$ cat config.mk
export PLATFORM = sky130hd
export DESIGN_NAME = seq_alu
export DESIGN_NICKNAME = d
export VERILOG_FILES = /design/src/rtl/alu_pkg.sv /design/src/rtl/iter_muldiv.sv /design/src/rtl/seq_alu.sv
export SDC_FILE = /design/constraint.sdc
export NUM_CORES = 1
export LEC_CHECK = 0
export ABC_AREA = 1
export CORE_AREA = 4 4 143 131
export CTS_CLUSTER_DIAMETER = 40
export DETAILED_ROUTE_END_ITERATION = 6
export DIE_AREA = 0 0 147 135
export PLACE_DENSITY = 0.85
export SLEW_MARGIN = 20
export SYNTH_ARGS = -nofsm -noshare
export SYNTH_HDL_FRONTEND = slang
export SYNTH_SLANG_ARGS = --single-unit
$ cat constraint.sdc
create_clock -name clk -period 3.62 [get_ports clk]
set_input_delay 0.362 -clock clk [delete_from_list [all_inputs] [get_ports clk]]
set_output_delay 0.362 -clock clk [all_outputs]
set_load 0.02 [all_outputs]
$ cat src/rtl/alu_pkg.sv
// Shared definitions for the sequential ALU: op encodings, FSM states, default width.
// Latency: n/a (package only).
// Backpressure: n/a (package only).
//
// Contents:
//   ALU_WIDTH - default operand/result width
//   op_e      - 4-bit operation codes (code 4'hF is left undefined)
//   state_t   - controller states IDLE / BUSY / DONE
package alu_pkg;

    localparam int ALU_WIDTH = 16;

    typedef enum logic [3:0] {
        OP_ADD   = 4'h0,
        OP_SUB   = 4'h1,
        OP_AND   = 4'h2,
        OP_OR    = 4'h3,
        OP_XOR   = 4'h4,
        OP_NOT   = 4'h5,
        OP_NEG   = 4'h6,
        OP_SLL   = 4'h7,
        OP_SRL   = 4'h8,
        OP_SRA   = 4'h9,
        OP_SLT   = 4'hA,
        OP_SLTU  = 4'hB,
        OP_CMP   = 4'hC,
        OP_MULTU = 4'hD,
        OP_DIVU  = 4'hE
    } op_e;

    typedef enum logic [1:0] {
        ST_IDLE = 2'd0,
        ST_BUSY = 2'd1,
        ST_DONE = 2'd2
    } state_t;

endpackage

$ cat src/rtl/iter_muldiv.sv
// Iterative unsigned shift-add multiplier / restoring divider, one bit per cycle.
// Latency: start edge loads operands, then exactly WIDTH step edges; done is high during the last step.
// Backpressure: none; the caller must hold off start while an operation is running.
//
// Ports:
//   clk, rst      - clock, synchronous active-high reset (aborts any running op)
//   start, is_div - load a/b and begin; is_div selects divide, else multiply
//   a, b          - operands (multiplicand/multiplier or dividend/divisor)
//   done          - this edge completes the op; lo/hi carry the final result
//   lo, hi        - product low/high halves, or quotient/remainder
module iter_muldiv
    import alu_pkg::*;
#(
    parameter int WIDTH = ALU_WIDTH,
    parameter int SHW   = $clog2(WIDTH)
) (
    input  logic             clk,
    input  logic             rst,
    input  logic             start,
    input  logic             is_div,
    input  logic [WIDTH-1:0] a,
    input  logic [WIDTH-1:0] b,
    output logic             done,
    output logic [WIDTH-1:0] lo,
    output logic [WIDTH-1:0] hi
);

    logic             busy;
    logic             div_mode;
    logic [SHW-1:0]   cnt;
    logic [WIDTH-1:0] acc;      // product high part, or partial remainder
    logic [WIDTH-1:0] sh;       // multiplier bits shifting out / quotient bits shifting in
    logic [WIDTH-1:0] opb;
    logic [WIDTH:0]   mul_sum;
    logic [WIDTH:0]   div_shift;
    logic [WIDTH:0]   div_diff;
    logic [WIDTH-1:0] acc_nxt;
    logic [WIDTH-1:0] sh_nxt;

    always_comb begin
        mul_sum   = {1'b0, acc} + {1'b0, (sh[0] ? opb : '0)};
        div_shift = {acc, sh[WIDTH-1]};
        div_diff  = div_shift - {1'b0, opb};
        acc_nxt   = acc;
        sh_nxt    = sh;
        if (div_mode) begin
            // Partial remainder is always < divisor, so the MSB of the
            // difference is a clean borrow flag (restore when set).
            if (!div_diff[WIDTH]) begin
                acc_nxt = div_diff[WIDTH-1:0];
                sh_nxt  = {sh[WIDTH-2:0], 1'b1};
            end else begin
                acc_nxt = div_shift[WIDTH-1:0];
                sh_nxt  = {sh[WIDTH-2:0], 1'b0};
            end
        end else begin
            // Shift {carry, acc, sh} right by one after the conditional add.
            acc_nxt = mul_sum[WIDTH:1];
            sh_nxt  = {mul_sum[0], sh[WIDTH-1:1]};
        end
    end

    assign done = busy && (cnt == SHW'(WIDTH - 1));
    assign lo   = sh_nxt;
    assign hi   = acc_nxt;

    always_ff @(posedge clk) begin
        if (rst) begin
            busy     <= 1'b0;
            div_mode <= 1'b0;
            cnt      <= '0;
            acc      <= '0;
            sh       <= '0;
            opb      <= '0;
        end else if (start) begin
            busy     <= 1'b1;
            div_mode <= is_div;
            cnt      <= '0;
            acc      <= '0;
            sh       <= a;
            opb      <= b;
        end else if (busy) begin
            acc <= acc_nxt;
            sh  <= sh_nxt;
            cnt <= cnt + 1'b1;
            if (done) begin
                busy <= 1'b0;
            end
        end
    end

endmodule

$ cat src/rtl/seq_alu.sv
// Sequential ALU: single-cycle ops plus iterative MULTU/DIVU, one op in flight.
// Latency: 1 cycle for single-cycle ops and DIVU by zero; WIDTH+1 cycles for MULTU/DIVU.
// Backpressure: result held in DONE until out_ready; in_ready only in IDLE.
//
// Ports:
//   clk, rst            - clock, synchronous active-high reset
//   in_valid, in_ready  - operation offer / accept (op, a, b captured on accept)
//   op, a, b            - operation code and operands
//   out_valid, out_ready- result held / consumed
//   res, res_hi         - primary result; product high half or remainder
//   t_written, t        - T-flag update strobe and flag value (SLT/SLTU/CMP)
module seq_alu
    import alu_pkg::*;
#(
    parameter int WIDTH = ALU_WIDTH,
    parameter int SHW   = $clog2(WIDTH)
) (
    input  logic             clk,
    input  logic             rst,
    input  logic             in_valid,
    output logic             in_ready,
    input  logic [3:0]       op,
    input  logic [WIDTH-1:0] a,
    input  logic [WIDTH-1:0] b,
    output logic             out_valid,
    input  logic             out_ready,
    output logic [WIDTH-1:0] res,
    output logic [WIDTH-1:0] res_hi,
    output logic             t_written,
    output logic             t
);

    localparam logic [WIDTH-1:0] WIDTH_V = WIDTH[WIDTH-1:0];

    state_t           state;
    state_t           state_nxt;
    op_e              opc;
    logic             load;
    logic             md_start;
    logic             md_done;
    logic [WIDTH-1:0] md_lo;
    logic [WIDTH-1:0] md_hi;
    logic [WIDTH-1:0] sc_res;
    logic [WIDTH-1:0] sc_hi;
    logic             sc_t;
    logic             sc_tw;
    logic [WIDTH-1:0] res_d;
    logic [WIDTH-1:0] res_hi_d;
    logic             t_d;
    logic             tw_d;
    logic             shift_big;
    logic [SHW-1:0]   shamt;

    assign opc       = op_e'(op);
    assign in_ready  = (state == ST_IDLE);
    assign out_valid = (state == ST_DONE);
    assign shift_big = (b >= WIDTH_V);
    assign shamt     = b[SHW-1:0];

    // Single-cycle results straight from the live inputs; they are only
    // registered on the accept edge, which is when op/a/b are captured.
    always_comb begin
        sc_res = '0;
        sc_hi  = '0;
        sc_t   = 1'b0;
        sc_tw  = 1'b0;
        unique case (opc)
            OP_ADD:  sc_res = a + b;
            OP_SUB:  sc_res = a - b;
            OP_AND:  sc_res = a & b;
            OP_OR:   sc_res = a | b;
            OP_XOR:  sc_res = a ^ b;
            OP_NOT:  sc_res = ~a;
            OP_NEG:  sc_res = '0 - b;
            OP_SLL:  sc_res = shift_big ? '0 : (a << shamt);
            OP_SRL:  sc_res = shift_big ? '0 : (a >> shamt);
            OP_SRA:  sc_res = shift_big ? {WIDTH{a[WIDTH-1]}}
                                        : WIDTH'($signed(a) >>> shamt);
            OP_SLT:  begin sc_tw = 1'b1; sc_t = ($signed(a) < $signed(b)); end
            OP_SLTU: begin sc_tw = 1'b1; sc_t = (a < b); end
            OP_CMP:  begin sc_tw = 1'b1; sc_t = (a != b); end
            // Only reached with b == 0; a nonzero divisor goes iterative.
            OP_DIVU: begin sc_res = '1; sc_hi = a; end
            default: ;
        endcase
    end

    always_comb begin
        state_nxt = state;
        load      = 1'b0;
        md_start  = 1'b0;
        res_d     = sc_res;
        res_hi_d  = sc_hi;
        t_d       = sc_t;
        tw_d      = sc_tw;
        unique case (state)
            ST_IDLE: begin
                if (in_valid) begin
                    if (opc == OP_MULTU || (opc == OP_DIVU && b != '0)) begin
                        md_start  = 1'b1;
                        state_nxt = ST_BUSY;
                    end else begin
                        load      = 1'b1;
                        state_nxt = ST_DONE;
                    end
                end
            end
            ST_BUSY: begin
                res_d    = md_lo;
                res_hi_d = md_hi;
                t_d      = 1'b0;
                tw_d     = 1'b0;
                if (md_done) begin
                    load      = 1'b1;
                    state_nxt = ST_DONE;
                end
            end
            ST_DONE: begin
                if (out_ready) begin
                    state_nxt = ST_IDLE;
                end
            end
            default: state_nxt = ST_IDLE;
        endcase
    end

    always_ff @(posedge clk) begin
        if (rst) begin
            state     <= ST_IDLE;
            res       <= '0;
            res_hi    <= '0;
            t         <= 1'b0;
            t_written <= 1'b0;
        end else begin
            state <= state_nxt;
            if (load) begin
                res       <= res_d;
                res_hi    <= res_hi_d;
                t         <= t_d;
                t_written <= tw_d;
            end
        end
    end

    iter_muldiv #(
        .WIDTH (WIDTH),
        .SHW   (SHW)
    ) u_iter_muldiv (
        .clk    (clk),
        .rst    (rst),
        .start  (md_start),
        .is_div (opc == OP_DIVU),
        .a      (a),
        .b      (b),
        .done   (md_done),
        .lo     (md_lo),
        .hi     (md_hi)
    );

endmodule

==> run_results.csv <==
group,metric,value,unit
cells_and_area,area_growth_syn_to_layout,11.8,%
worst_setup_path,start_kind,"input pin",
yosys,synth_warnings,0,
yosys,synth_edf_count,0,
grt,grt_pass1_vias,12500,
grt,groute.usage.overall,44.0,%
sta,slew_headroom,40.3,%
cts,htree_levels,3,
grt,grt_pass1_wl,68900,µm
pwr,leakage,5.97,nW
cts,cts_resized,0,
sta,setup_viol_count_final,0,
cells_and_area,final_cells,2220,
cts,cts_tree,"built",
yosys,synth_cell_types,47,
worst_setup_path,worstPathMaxFanout,9,
cts,post_cts_buffers,0,
yosys,synthFlopType,"dfxtp_1",
pwr,p_comb_share,42.7,%
routing,drc,2,
pwr,peakVddDrop,300,µV
floorplanning,num_io_pins,76,
pwr,switching_power,1.56,mW
placement,io_buffers,75,
floorplanning,start_util,63.1,%
worst_setup_path,crit_slowest_cell,"nor4_1",
yosys,yosysTopAreaCellShare,17.9,%
outcome,violations,"DRC",
pwr,power.share.clock,27.1,%
yosys,avgSynthCellArea,5.69,µm²
routing,dr.pass1.iters,7,
cts,cts_made_buffers,9,
yosys,synth_seq_cells,90,
placement,hpwl,34900,µm
cts,insertion_delay,0.35,ns
outcome,status,"finished with violations",
cts,cts_max_path_buffers,2,
yosys,synth_area_leaders,"nand2_1, dfxtp_1, ha_1",
grt,grt_max_degree,66,
sta,rsz0062_at_grt,"false",
yosys,syn_area,10900,µm²
worst_setup_path,slowest_delay,0.64,ns
yosys,async_reset_ff_share,0,%
yosys,synth_top_area_cell,"nand2_1",
worst_hold_path,hold_path_class,"flop to flop",
cells_and_area,drive_gt1_share,5.16,%
floorplanning,rows,46,
routing,vias,14100,
yosys,ys_seq_area_share,16.5,%
sta,fin_crit_sh,93.9,%
sta,finClkSkew,0.00981,ns
cts,clock-sinks,90,
sta,clock.fmax,294,MHz
grt,gr-total-overflow,0,
cts,cts.clk_slew.worst_paths,0.07,ns
grt,antenna_found_initial,0,
routing,dr.first_iter.drc_count,1972,
cts,root_buffer,"clkbuf_16",
flow_run,drv_cap,0,
pwr,switching_share,42.8,%
placement,gp_congestion,1.15,
worst_setup_path,worstSetupPathType,"input pin to flop",
routing,via_per_inst,6.33,
routing,antenna_left,0,
routing,totalWireLength,45600,µm
worst_setup_path,required,3.85,ns
sta,hold_violations,0,
pwr,powerDensity,298,nW/µm²
floorplanning,die_area,19800,µm²
worst_setup_path,endpoint_kind,"flop",
worst_setup_path,arrival,3.63,ns
sta,slew_violations,0,
routing,wl_per_cell,20.5,µm
yosys,synth_nets,2052,
floorplanning,coreArea,17300,µm²
sta,period_needed,3.40,ns
sta,setup_tns,0,ns
cells_and_area,finalNetCount,2103,
sta,worst_slew_pin_slew,0.894,ns
floorplanning,die_x,147,µm
placement,dp_cells,2202,
worst_setup_path,worstPathCellList,"clkdlybuf4s50_1 > clkinv_1 > ha_1 > inv_1 > nand2_1 > nor4_1 > nand3_1 > o21ai_0 > nand3_1 > nand2_1 > a21oi_1",
cts,hold_buffers,0,
pwr,power_frac_seq,30.2,%
yosys,syn_inst,1922,
floorplanning,die_y,135,µm
pwr,intPower,2.09,mW
==> sequential cells by signal (all words and copies together) (netlist names) <==
signal and flops:
u_iter_muldiv.sh 16, t 1, u_iter_muldiv.opb 16, u_iter_muldiv.div_mode 1, u_iter_muldiv.cnt 4, t_written 1, state 2, res 16
u_iter_muldiv.acc 16, u_iter_muldiv.busy 1, res_hi 16
==> synthesized netlist by cell type, drive strengths merged, types with 5 or more instances <==
cell,count
nand4,35
nor3,18
a21oi,178
o22ai,15
dfxtp,90
nand3b,8
clkbuf,30
inv,225
o21ai,146
o211ai,9
nor2,225
buf,49
clkinv,5
a211oi,16
nand3,202
or2,6
o21bai,8
mux2i,9
nand2,528
ha,86
xor2,11
==> through the flow <==
step | utilization [%] | setup WS, ns | total power [mW] | hold slack (ns) | area, µm²
2_1_floorplan | - | 1.13 | 2.10 | 0.450 | 10900
4_1_cts | 70.5 | 0.486 | 3.56 | 0.487 | 12200
5_1_grt | 70.5 | 0.204 | 3.79 | 0.512 | 12200
3_3_place_gp | 68.7 | 0.0348 | 2.57 | 0.469 | 11900
3_5_place_dp | 68.7 | 0.129 | 2.59 | 0.477 | 11900
6_report | 70.5 | 0.220 | 3.65 | 0.492 | 12200
==> layout by cell type, fill, tap and decap left out, types with 3 or more instances in the layout <==
master and instances:
xor2_1 11, clkdlybuf4s50_1 75, or2_2 6, mux2i_1 9, nand2_1 520, a211oi_2 12, o21ai_1 13, clkbuf_16 9
ha_1 86, nor2_2 4, and2_1 3, a211oi_1 4, dfxtp_1 90, nand4_1 35, inv_1 222, a21oi_2 4
o22ai_1 15, o21ai_0 132, nand2_2 6, fa_1 4, o21a_1 4, nor2_1 218, clkinv_1 5, o21bai_1 8
buf_4 43, a21oi_1 174, o211ai_1 9, nand3_1 202, nand3b_1 8, nor3_1 17, inv_6 3
==> final timing paths <==
| check | startpoint | endpoint | slack (ns) | cells past startpoint |
|---|---|---|---|---|
| worst min-delay path | u_iter_muldiv.opb[2] | u_iter_muldiv.opb[2] | 0.49 | 2 |
| worst min register to register | u_iter_muldiv.opb[2] | u_iter_muldiv.opb[2] | 0.49 | 2 |
| worst max-delay path | b[8] | t | 0.22 | 11 |
| worst max register to register | u_iter_muldiv.sh[0] | u_iter_muldiv.acc[10] | 0.65 | 14 |
==> layer usage <==
metal	up-vias	global-route usage, %	part of all wire (%)
li1	6412	-	-
met1	6233	59.2	38
met2	1189	64.1	40
met3	226	15.8	17
met4	0	17.7	5.3
met5	-	0	0
==> cells by family (layout without fill, tap and decap cells) <==
family / after synthesis / after routing / share of synthesized area [%]
buffers and inverters: 309 / 365 / 11.8
xor gates and xnor gates: 13 / 13 / 1.04
DFF: 90 / 90 / 16.5
other: 0 / 2 / 0
and+or+nand+nor: 1028 / 1028 / 39.9
muxes: 9 / 9 / 0.824
adders and majority gates: 90 / 90 / 10.6
AOI/OAI and AO/OA: 383 / 383 / 19.4
==> worst max-delay path, delay by kind of cell <==
kind	cells	cell delay, ns
fa+ha+maj	1	0.49
buf+inv	3	1.16
simple gates	5	1.21
compound gates	2	0.40
==> cell type report <==
class                      count  area (µm²)
clock inverter                 7        85.1
inverter                     230         866
antenna                        2        5.00
multi-input combinational   1523        7840
timing repair buffer         119        1090
sequential                    90        1800
fill                        1532        5110
clock buffer                   9         225
tap                          240         300
==> power by group through the flow <==
stage / registers (mW) / clock network, mW / logic, mW
5_1_grt: 1.10 / 1.02 / 1.67
4_1_cts: 1.10 / 0.987 / 1.48
3_5_place_dp: 1.12 / 0 / 1.47
3_3_place_gp: 1.12 / 0 / 1.45
6_report: 1.10 / 0.989 / 1.56
2_1_floorplan: 1.14 / 0 / 0.961
No activity file was read; power rests on OpenSTA's default activity.
